`config.mk`:
```
export PLATFORM = sky130hd
export DESIGN_NAME = jsilicon_alu_uart_core
export DESIGN_NICKNAME = d
export VERILOG_FILES = /design/src/rtl/jsilicon_alu_uart_core.sv
export SDC_FILE = /design/constraint.sdc
export NUM_CORES = 1
export LEC_CHECK = 0
export CORE_UTILIZATION = 45
export CTS_CLUSTER_SIZE = 16
export DETAILED_ROUTE_END_ITERATION = 8
export MAX_ROUTING_LAYER = met4
export PLACE_DENSITY_LB_ADDON = 0.1
export SLEW_MARGIN = 10
export SYNTH_ARGS = -nofsm -noshare
export SYNTH_HDL_FRONTEND = slang
export SYNTH_SLANG_ARGS = --single-unit
```
`constraint.sdc`:
```
create_clock -name clock -period 5.7 [get_ports clock]
set_input_delay 0.855 -clock clock [delete_from_list [all_inputs] [get_ports clock]]
set_output_delay 0.855 -clock clock [all_outputs]
set_load 0.005 [all_outputs]
```
`src/rtl/jsilicon_alu_uart_core.sv`:
```
// Jsilicon compute-and-transmit core: latches two operands and an opcode, computes a
// double-width result in one cycle, then optionally sends it LSB byte first over 8N1 UART.
module jsilicon_alu_uart_core #(
  parameter int DATA_W       = 8,
  parameter int CLKS_PER_BIT = 16
) (
  input  logic                clock,
  input  logic                reset_n,
  input  logic                start,
  input  logic [DATA_W-1:0]   a,
  input  logic [DATA_W-1:0]   b,
  input  logic [2:0]          opcode,
  input  logic                tx_en,
  output logic [2*DATA_W-1:0] result,
  output logic                zero,
  output logic                carry,
  output logic                busy,
  output logic                done,
  output logic                tx
);
  // state    | meaning
  // IDLE     | waiting for start; operands latched on accept
  // EXEC     | result/zero/carry registered from the latched operands
  // TX_START | start bit (line low) for one bit period
  // TX_DATA  | eight data bits of the current byte, LSB first
  // TX_STOP  | stop bit (line high); then next byte or DONE
  // DONE     | one-cycle completion pulse, still busy
  localparam int RES_W  = 2 * DATA_W;
  localparam int SH_W   = $clog2(DATA_W);
  localparam int NBYTES = (RES_W + 7) / 8;
  localparam int PAD_W  = NBYTES * 8;
  localparam int BYTE_W = (NBYTES > 1) ? $clog2(NBYTES) : 1;
  localparam int BAUD_W = (CLKS_PER_BIT > 1) ? $clog2(CLKS_PER_BIT) : 1;
  localparam logic [BAUD_W-1:0] BAUD_LOAD = BAUD_W'(CLKS_PER_BIT - 1);
  localparam logic [BYTE_W-1:0] LAST_BYTE = BYTE_W'(NBYTES - 1);

  typedef enum logic [2:0] {IDLE, EXEC, TX_START, TX_DATA, TX_STOP, DONE} state_t;

  state_t            state_q, state_d;
  logic [DATA_W-1:0] a_q, a_d, b_q, b_d;
  logic [2:0]        op_q, op_d;
  logic              tx_en_q, tx_en_d;
  logic [RES_W-1:0]  result_q, result_d;
  logic              zero_q, zero_d, carry_q, carry_d;
  logic [BAUD_W-1:0] baud_q, baud_d;
  logic [2:0]        bit_q, bit_d;
  logic [BYTE_W-1:0] byte_q, byte_d;
  logic              tx_q, tx_d;

  logic [RES_W-1:0]  alu_res;
  logic              alu_carry;
  logic [DATA_W:0]   sum;
  logic [DATA_W-1:0] diff;
  logic              lt;
  logic [PAD_W-1:0]  res_pad;
  logic [7:0]        cur_byte;

  // Narrow intermediates keep SUB wrapping at DATA_W before zero-extension.
  always_comb begin
    sum       = {1'b0, a_q} + {1'b0, b_q};
    diff      = a_q - b_q;
    lt        = (a_q < b_q);
    alu_res   = '0;
    alu_carry = 1'b0;
    case (op_q)
      3'b000: begin alu_res = RES_W'(sum); alu_carry = sum[DATA_W]; end
      3'b001: begin alu_res = RES_W'(diff); alu_carry = lt; end
      3'b010: alu_res = RES_W'(a_q) * RES_W'(b_q);
      3'b011: alu_res = RES_W'(a_q & b_q);
      3'b100: alu_res = RES_W'(a_q | b_q);
      3'b101: alu_res = RES_W'(a_q ^ b_q);
      3'b110: alu_res = RES_W'(a_q) << b_q[SH_W-1:0];
      default: alu_res = RES_W'(lt);
    endcase
  end

  always_comb begin
    state_d  = state_q;
    a_d      = a_q;
    b_d      = b_q;
    op_d     = op_q;
    tx_en_d  = tx_en_q;
    result_d = result_q;
    zero_d   = zero_q;
    carry_d  = carry_q;
    baud_d   = baud_q;
    bit_d    = bit_q;
    byte_d   = byte_q;
    tx_d     = 1'b1;
    case (state_q)
      IDLE: begin
        if (start) begin
          a_d     = a;
          b_d     = b;
          op_d    = opcode;
          tx_en_d = tx_en;
          state_d = EXEC;
        end
      end
      EXEC: begin
        result_d = alu_res;
        zero_d   = (alu_res == '0);
        carry_d  = alu_carry;
        byte_d   = '0;
        baud_d   = BAUD_LOAD;
        state_d  = tx_en_q ? TX_START : DONE;
      end
      TX_START: begin
        if (baud_q == '0) begin
          baud_d  = BAUD_LOAD;
          bit_d   = '0;
          state_d = TX_DATA;
        end else begin
          baud_d = baud_q - BAUD_W'(1);
        end
      end
      TX_DATA: begin
        if (baud_q == '0) begin
          baud_d = BAUD_LOAD;
          if (bit_q == 3'd7) state_d = TX_STOP;
          else               bit_d   = bit_q + 3'd1;
        end else begin
          baud_d = baud_q - BAUD_W'(1);
        end
      end
      TX_STOP: begin
        if (baud_q == '0) begin
          baud_d = BAUD_LOAD;
          if (byte_q == LAST_BYTE) begin
            state_d = DONE;
          end else begin
            byte_d  = byte_q + BYTE_W'(1);
            state_d = TX_START;
          end
        end else begin
          baud_d = baud_q - BAUD_W'(1);
        end
      end
      DONE:    state_d = IDLE;
      default: state_d = IDLE;
    endcase

    // Line level is decoded from the next state so tx is a clean flop output.
    res_pad  = PAD_W'(result_q);
    cur_byte = 8'(res_pad >> {byte_d, 3'b000});
    case (state_d)
      TX_START: tx_d = 1'b0;
      TX_DATA:  tx_d = cur_byte[bit_d];
      default:  tx_d = 1'b1;
    endcase
  end

  always_ff @(posedge clock) begin
    if (!reset_n) begin
      state_q  <= IDLE;
      a_q      <= '0;
      b_q      <= '0;
      op_q     <= '0;
      tx_en_q  <= 1'b0;
      result_q <= '0;
      zero_q   <= 1'b0;
      carry_q  <= 1'b0;
      baud_q   <= '0;
      bit_q    <= '0;
      byte_q   <= '0;
      tx_q     <= 1'b1;
    end else begin
      state_q  <= state_d;
      a_q      <= a_d;
      b_q      <= b_d;
      op_q     <= op_d;
      tx_en_q  <= tx_en_d;
      result_q <= result_d;
      zero_q   <= zero_d;
      carry_q  <= carry_d;
      baud_q   <= baud_d;
      bit_q    <= bit_d;
      byte_q   <= byte_d;
      tx_q     <= tx_d;
    end
  end

  assign result = result_q;
  assign zero   = zero_q;
  assign carry  = carry_q;
  assign busy   = (state_q != IDLE);
  assign done   = (state_q == DONE);
  assign tx     = tx_q;

endmodule

```
==> results of run 1 <==
## power groups by stage
stage                     registers (mW)  clock network, mW  logic, mW
after CTS                          0.581              0.346       1.21
after detailed placement           0.588                  0       1.20
after global routing               0.597              0.361       1.34
after global placement             0.586                  0       1.19
final                              0.581              0.338       1.22
after floorplan                    0.524                  0      0.869
## worst max path at each step
stage          cells after the start  startpoint  endpoint
2_1_floorplan                     17      a_q[1]      zero
3_3_place_gp                      17      b_q[2]      zero
3_5_place_dp                      17      b_q[2]      zero
4_1_cts                           17      b_q[2]      zero
5_1_grt                           17      b_q[2]      zero
6_report                          17      b_q[2]      zero
## per-stage QoR
stage,cell area [um2],setup WS (ns)
floorplan,5900,0.945
finish,6600,0.432
global placement,6430,0.556
CTS,6600,0.420
detailed placement,6430,0.507
global route,6600,0.227
## synthesized netlist by cell type, drive strengths merged (5+ instances only)
library cell	instances
nand3b	5
inv	88
nand2	89
ha	63
nand2b	10
dfxtp	50
o21ai	38
a31oi	7
or3	7
o21a	5
nand3	12
clkbuf	23
and2	6
fa	38
o211ai	8
a21oi	45
a211oi	20
mux2i	14
buf	13
a22oi	6
nor2	88
xor2	5
nand4	6
nor3	14
xnor2	6
nor2b	17
## layout by cell type (no fill, tap or decap), types with 6 or more instances in the layout
cell and n:
nor2_1 86, o21ai_0 32, a21oi_1 45, nand3_1 11, xnor2_1 6, mux2i_1 14, or3_1 7, nand4_1 6
a31oi_1 7, nand2b_1 10, a22oi_1 6, buf_4 9, fa_1 38, clkdlybuf4s50_1 43, nor2b_1 17, inv_1 86
o211ai_1 8, nor3_1 14, a211oi_1 20, dfxtp_1 50, nand2_1 89, ha_1 63
## critical path: cells and delay by family, from the launching register on
kind	cells	cell delay [ns]
DFF	1	0.56
and+or+nand+nor	4	0.88
AOI/OAI and AO/OA	4	0.77
adders and majority gates	5	2.37
xor gates and xnor gates	1	0.23
buffers and inverters	3	0.37
## cell type report
type | instances | area [um2]
fillers | 1272 | 6130
well taps | 172 | 215
clock buffers | 5 | 125
flip-flops and latches | 50 | 1000
repair buffers | 52 | 498
multi-input cells | 579 | 4380
clock inverters | 3 | 40.0
inverters | 89 | 334
## per-layer routing
metal,GRT usage,part of all wire,vias to the layer above
li1,-,-,2640
met5,-,0,-
met1,0.404,0.47,2650
met3,0.0400,0.050,23
met2,0.469,0.46,167
met4,0.0658,0.014,0
## logic make-up after synthesis
kind of cell	after synthesis	synth area share
muxes	21	0.0454
and+or+nand+nor	268	0.216
AOI/OAI and AO/OA	178	0.203
buffers and inverters	125	0.0872
DFF	50	0.170
xor gates and xnor gates	11	0.0163
adders and majority gates	101	0.263
## state kept, by name (all words and copies together), names as in the netlist
signal	flops
baud_q	4
zero	1
byte_q	1
tx	1
tx_en_q	1
op_q	3
bit_q	3
carry	1
result	16
a_q	8
b_q	8
state_q	3
==> out/metrics.cfg, run 1 <==
[worst_setup_path]
path_max_fanout=8
crit_type=reg -> reg
crit_path_start_kind=flop
reg2reg_from=b_q[2]
cp-end-kind=flop
cpMostUsedCell=fa_1
timing.rr.end=zero
max_stage_delay_ns=0.56
reg2reg_slack_ns=0.43
crit_path_cell_trace=inv_1 -> nor2_1 -> fa_1 -> fa_1 -> fa_1 -> inv_1 -> fa_1 -> inv_1 -> ha_1 -> o21a_1 -> or2_2 -> and2_1 -> a41oi_1 -> xor2_1 -> o221ai_1 -> nand3b_1 -> o21ai_1
r2r_cells=17
crit_required_ns=5.93
cp_slowest_cell=dfxtp_1
cp.arrival_ns=5.50

[logic_synthesis]
netlist.area_leader.share=0.170
synth_warnings=0
synth_edf_count=0
syn_area_um2=5900
synth_cell_types=78
ys_ff_latch=50
async_flop_share=0
syn_inst=754
ys_seq_area_frac=0.170
synthTopCellsByArea=dfxtp_1 (17%), ha_1 (13%), fa_1 (13%)
syn-num-nets=878
syn_area_per_cell_um2=7.82
synth_top_area_cell=dfxtp_1
synth_top_flop_cell=dfxtp_1

[routing]
detail_route.iter0.violations=526
drc=0
routed_via_density=5.77
firstDrtPassIters=6
routed_wirelength_mm=18.5
vias=5480
drtAntennaViolNets=0
routedWlPerCell_um=19.5

[finish]
layout-drive-gt1-share=0.0514
fin_cells=950
synthToLayoutAreaGrowth_pct=11.8
n_antenna_cell=0
utilization=0.518
nets=901

[hold_path]
min_to=carry
holdPathStages=2
min_path_type=reg -> reg
hp-start=carry

[placement]
port_buffers=43
gp_congestion=0.941
dpl.hpwl_mm=15.1
dp_cells=942

[floorplanning]
dieHeight_um=116
coreArea_um2=12700
initial_core_util=0.464
fp-row-count=41
dieArea_um2=13600
pin_count=44
fp.dieW_um=116

[cts]
h-tree-depth=2
root_buffer=clkbuf_16
clk_latency_ns=0.30
cts_setup_buffers=0
clock-sinks=50
clk_path_buf_depth=2
ctsHoldBuffers=0
clk_pin_slew_worst_paths_ns=0.07
ctsResizeCount=0
cts_tree=done
cts_inserted_buffers=5

[global_route]
antenna_found_initial=0
grt_use_total=0.297
grt_max_degree=44
grt_pass1_vias=5136
grt_overflow_total=0
grt_pass1_wl_mm=29.0

[power_and_ir_drop]
p_clk_frac=0.158
swShare=0.471
p_switching_mw=1.01
seqPwrFrac=0.272
power_density_nw_per_um2=324
p_leak_nw=2.82
pwr-share-comb=0.570
ir_drop_mv=0.152
power.internal_mw=1.13
total_power_mw=2.14

[sta]
setup_tns_ns=0
slew-limit-headroom=0.235
setup_viol=0
post-route-min-period_ns=5.27
rsz0062_at_grt=false
drv_slew=0
fin_crit_sh=0.924
finClkSkew_ns=0.00543
hold_ws_ns=0.453
max_freq_mhz=190
finalHoldViolations=0
tightest_slew_ns=1.14

[run_status]
status=completed

[run]
cap_violations=0

No activity file was read; power rests on OpenSTA's default activity.
==> run 2: changes to the inputs <==
Settings changed: CELL_PAD_IN_SITES_DETAIL_PLACEMENT set to 0, CELL_PAD_IN_SITES_GLOBAL_PLACEMENT set to 1, PLACE_DENSITY set to 0.89, PLACE_DENSITY_LB_ADDON 0.1 to not set.
==> run 2 against run 1 <==
  * Combinational power hardly changed
  * Largest cell class unchanged
  * Utilization is essentially flat
  * Routed wire length fell by 0.91%
  * Clock skew is 0.0040 ns higher
  * Non-clock buffer count decreased by 1
  * Largest power group unchanged
  * Total power up 0.35%
  * Critical path type unchanged
  * Flip-flop and latch count did not move
==> out/metrics.cfg, run 2 (same netlist as run 1, synthesis figures left out) <==
[global_route]
grt_overflow_total=0  ; unchanged
grt_use_total=0.289  ; -0.00782
antenna_found_initial=0  ; unchanged
grt_pass1_wl_mm=28.5  ; -1.4%
grt_pass1_vias=5234  ; +1.9%
grt_max_degree=44  ; unchanged

[hold_path]
holdPathStages=2  ; unchanged
min_path_type=reg -> reg

[floorplanning]
dieHeight_um=116  ; unchanged
initial_core_util=0.464  ; unchanged
coreArea_um2=12700  ; unchanged
fp.dieW_um=116  ; unchanged
pin_count=44  ; unchanged
dieArea_um2=13600  ; unchanged
fp-row-count=41  ; unchanged

[run_status]
status=completed

[power_and_ir_drop]
ir_drop_mv=0.178  ; +17%
p_leak_nw=2.82  ; about the same
power_density_nw_per_um2=325  ; +0.28%

[routing]
routedWlPerCell_um=19.3  ; -0.81%
drtAntennaViolNets=0  ; unchanged
drc=0  ; unchanged
routed_wirelength_mm=18.3  ; -0.91%
vias=5517  ; +0.68%
routed_via_density=5.81  ; +0.78%
detail_route.iter0.violations=487  ; -7.4%
firstDrtPassIters=6  ; unchanged

[finish]
nets=900  ; -0.11%
largest_register_ffs=16  ; unchanged
final_cell_mix=nand2_1 (89), inv_1 (86), nor2_1 (86)
n_antenna_cell=0  ; unchanged
layout_commonest_cell=nand2_1
utilization=0.519  ; about the same
fillers=1269  ; -0.24%
layout-drive-gt1-share=0.0502  ; -0.00122
synthToLayoutAreaGrowth_pct=11.9  ; about the same

[cts]
clock-sinks=50  ; unchanged
cts_setup_buffers=0  ; unchanged
root_buffer=clkbuf_16
ctsResizeCount=0  ; unchanged
clk_pin_slew_worst_paths_ns=0.07  ; about the same
h-tree-depth=2  ; unchanged
cts_inserted_buffers=5  ; unchanged
ctsHoldBuffers=0  ; unchanged
cts_tree=done
clk_latency_ns=0.30  ; about the same
clk_path_buf_depth=2  ; unchanged

[sta]
finalHoldViolations=0  ; unchanged
max_freq_mhz=189  ; -0.67%
drv_slew=0  ; unchanged
fin_crit_sh=0.930  ; +0.00619
slew-limit-headroom=0.191  ; -0.0437
setup_tns_ns=0  ; unchanged
setup_viol=0  ; unchanged
post-route-min-period_ns=5.30  ; +0.0353 ns
rsz0062_at_grt=false
finClkSkew_ns=0.00939  ; +0.00396 ns
tightest_slew_ns=1.21  ; +0.0653 ns

[run]
cap_violations=0  ; unchanged

[worst_setup_path]
crit_type=reg -> reg
cp.arrival_ns=5.53  ; +0.03 ns
crit_path_start_kind=flop
r2r_cells=16  ; -1
crit_required_ns=5.93  ; about the same
path_max_fanout=8  ; unchanged
cp-end-kind=flop

[placement]
gp_congestion=1.05  ; +11%
dpl.hpwl_mm=14.7  ; -2.2%
port_buffers=43  ; unchanged

[run 2: changes by cell type in the layout (fill, tap and decap cells not counted)]
cell	previous run	this run
clkinv_2	2	0
buf_4	9	8
clkbuf_8	0	1
inv_6	0	1
[run 2: final cells by class]
type / count / area [um2] / share of cell area
Multi-Input combinational cell: 579 / 4380 / 0.664
Sequential cell: 50 / 1000 / 0.152
Timing Repair Buffer: 51 / 490 / 0.0743
Inverter: 89 / 334 / 0.0506
Tap cell: 172 / 215 / 0.0326
Clock buffer: 6 / 139 / 0.0210
Clock inverter: 2 / 38.8 / 0.00588
[run 2: stage by stage]
| stage | hold WS [ns] | cell area (um2) | instances | setup slack (ns) | power, mW |
|---|---|---|---|---|---|
| after floorplan | 0.448 | 5900 | 754 | 0.945 | 1.39 |
| after global placement | 0.443 | 6420 | 941 | 0.548 | 1.75 |
| after detailed placement | 0.450 | 6420 | 941 | 0.479 | 1.77 |
| after CTS | 0.460 | 6600 | 949 | 0.466 | 2.14 |
| after global routing | 0.497 | 6600 | 949 | 0.0655 | 2.30 |
| final | 0.457 | 6600 | 949 | 0.397 | 2.15 |
[run 2: routing by layer]
layer	vias up	wire, um	track usage	share of wire
li1	2633	-	-	-
met1	2662	8320	0.390	0.45
met2	187	8440	0.446	0.46
met3	35	1060	0.0415	0.058
met4	0	493	0.0915	0.027
met5	-	0	-	0
[run 2: critical path, cell delays in order (launching register included)]
cell and delay [ns]:
dfxtp_1 0.53, inv_1 0.29, nor2_1 0.20, fa_1 0.45, fa_1 0.48, fa_1 0.54, inv_1 0.05, fa_1 0.53
inv_1 0.05, ha_1 0.25, nor3_1 0.25, a21boi_0 0.49, nor2_1 0.10, xor2_1 0.18, a222oi_1 0.51, nand4_1 0.15
o21ai_1 0.18
[run 2: worst paths after layout]
kind | startpoint | endpoint | slack (ns)
worst max-delay path | b_q[2] | zero | 0.40
worst min-delay path | carry | carry | 0.46
worst max register to register | b_q[2] | zero | 0.40
worst min register to register | carry | carry | 0.46
[run 2: power breakdown]
part | leakage [nW] | total [mW] | switching, mW | internal, mW
combinational | 2.32 | 1.21 | 0.721 | 0.485
clock | 0.0875 | 0.365 | 0.144 | 0.221
sequential | 0.409 | 0.575 | 0.137 | 0.438
==> run 3: changes to the inputs <==
Settings changed: CTS_BUF_LIST set to sky130_fd_sc_hd__clkbuf_16, MAX_ROUTING_LAYER met4 to not set.
==> run 3 against run 2 <==
  * Maximum frequency increased by 1.7%
  * Worst hold slack improved by 0.018 ns
  * Global-route usage decreased by 1.3 points
  * Via count increased by 0.34%
==> out/metrics.cfg, run 3 (same netlist as run 1, synthesis figures left out) <==
[run_status]
status=completed

[hold_path]
min_path_type=reg -> reg
holdPathStages=2  ; unchanged
min_to=carry
hp-start=carry

[cts]
cts_setup_buffers=0  ; unchanged
ctsHoldBuffers=0  ; unchanged
clk_path_buf_depth=2  ; unchanged
h-tree-depth=2  ; unchanged
cts_tree=done
clock-sinks=50  ; unchanged
cts_inserted_buffers=5  ; unchanged
clk_pin_slew_worst_paths_ns=0.07  ; about the same
ctsResizeCount=0  ; unchanged
root_buffer=clkbuf_16
clk_latency_ns=0.30  ; about the same

[sta]
slew-limit-headroom=0.351  ; +0.160
tightest_slew_ns=0.949  ; -0.259 ns
max_freq_mhz=192  ; +1.7%
setup_tns_ns=0  ; unchanged
fin_crit_sh=0.915  ; -0.0154
rsz0062_at_grt=false
finClkSkew_ns=0.00862  ; -0.000767 ns
worst_slack_ns=0.485  ; +0.0880 ns
drv_slew=0  ; unchanged
hold_ws_ns=0.475  ; +0.0184 ns
finalHoldViolations=0  ; unchanged
post-route-min-period_ns=5.22  ; -0.0880 ns
setup_viol=0  ; unchanged

[routing]
vias=5536  ; +0.34%
detail_route.iter0.violations=531  ; +9.0%
drc=0  ; unchanged
routed_via_density=5.82  ; +0.13%
routedWlPerCell_um=19.1  ; -1.0%
routed_wirelength_mm=18.2  ; -0.81%
drtAntennaViolNets=0  ; unchanged
firstDrtPassIters=9  ; +3

[power_and_ir_drop]
power.internal_mw=1.09  ; -4.4%
pwr-share-comb=0.579  ; +0.017
p_clk_frac=0.142  ; -0.028
p_switching_mw=1.00  ; +0.16%
seqPwrFrac=0.278  ; +0.010
swShare=0.479  ; +0.0117
ir_drop_mv=0.170  ; -4.5%
p_leak_nw=2.82  ; -0.14%
total_power_mw=2.10  ; -2.3%
power_density_nw_per_um2=318  ; -2.0%

[floorplanning]
fp.dieW_um=116  ; unchanged
dieHeight_um=116  ; unchanged
fp-row-count=41  ; unchanged
pin_count=44  ; unchanged
dieArea_um2=13600  ; unchanged
coreArea_um2=12700  ; unchanged
initial_core_util=0.464  ; unchanged

[worst_setup_path]
reg2reg_from=a_q[4]
cp-end-kind=flop
crit_path_cell_trace=ha_1 -> fa_1 -> fa_1 -> fa_1 -> inv_1 -> fa_1 -> inv_1 -> ha_1 -> o21a_1 -> or2_2 -> and2_1 -> a41oi_1 -> xor2_1 -> o221ai_1 -> nand3b_1 -> o21ai_1
cp_slowest_cell=fa_1
cp_top_family=adder cells
reg2reg_slack_ns=0.48  ; +0.09 ns
crit_path_start_kind=flop
crit_buf_inv=2  ; -1
r2r_cells=16  ; unchanged
cpMostUsedCell=fa_1
crit_required_ns=5.93  ; about the same
crit_type=reg -> reg
timing.rr.end=zero
path_max_fanout=9  ; +1
cp.arrival_ns=5.45  ; -0.08 ns
max_stage_delay_ns=0.55  ; about the same

[placement]
gp_congestion=0.986  ; -5.7%
port_buffers=43  ; unchanged
dpl.hpwl_mm=14.6  ; -0.57%
pre_cts_ws_ns=0.518  ; +0.0390 ns

[finish]
largest_register_ffs=16  ; unchanged
nets=903  ; +0.33%
final_cell_mix=nand2_1 (89), inv_1 (86), nor2_1 (86)
utilization=0.518  ; -0.00128
layout-drive-gt1-share=0.0526  ; +0.00244
n_antenna_cell=0  ; unchanged
synthToLayoutAreaGrowth_pct=11.6
layout_commonest_cell=nand2_1

[run]
cap_violations=0  ; unchanged

[global_route]
grt_use_total=0.276  ; -0.0135
grt_pass1_wl_mm=28.2  ; -1.3%
grt_overflow_total=0  ; unchanged
grt_pass1_vias=5186  ; -0.92%
grt_max_degree=45  ; +2.3%
antenna_found_initial=0  ; unchanged

[run 3: worst max-delay path by stage]
| stage | startpoint | end | slack, ns | depth (start not counted) |
|---|---|---|---|---|
| floorplan | a_q[1] | zero | 0.94 | 17 |
| global placement | a_q[4] | zero | 0.60 | 16 |
| detailed placement | a_q[4] | zero | 0.52 | 16 |
| CTS | a_q[4] | zero | 0.47 | 16 |
| global route | a_q[4] | zero | 0.24 | 16 |
| finish | a_q[4] | zero | 0.48 | 16 |
[run 3: area by class of cell]
class / instances / area [um2]
inverter: 89 / 334
sequential: 50 / 1000
multi-input combinational: 579 / 4380
clock inverter: 2 / 13.8
timing repair buffer: 54 / 513
clock buffer: 5 / 125
fill: 1286 / 6140
tap: 172 / 215
[run 3: power by group through the flow]
stage	sequential (mW)	clock (mW)	combinational [mW]
floorplan	0.524	0	0.869
global placement	0.584	0	1.18
detailed placement	0.588	0	1.20
CTS	0.580	0.303	1.21
global route	0.598	0.315	1.33
finish	0.584	0.298	1.22
[run 3: layer usage]
layer | vias to the layer above | track usage | wire (um)
li1 | 2632 | - | -
met5 | - | 0 | 0
met4 | 0 | 0.103 | 605
met2 | 192 | 0.455 | 8560
met3 | 38 | 0.0348 | 900
met1 | 2674 | 0.369 | 8100
[run 3: stage by stage]
step	cell area (um2)	cells
2_1_floorplan	5900	754
3_3_place_gp	6450	944
3_5_place_dp	6450	944
4_1_cts	6590	951
5_1_grt	6590	951
6_report	6590	951
[run 3: worst min-delay path, cell delays in order (launching register included)]
cell and delay [ns]:
dfxtp_1 0.31, nand2_1 0.05, a21oi_1 0.06
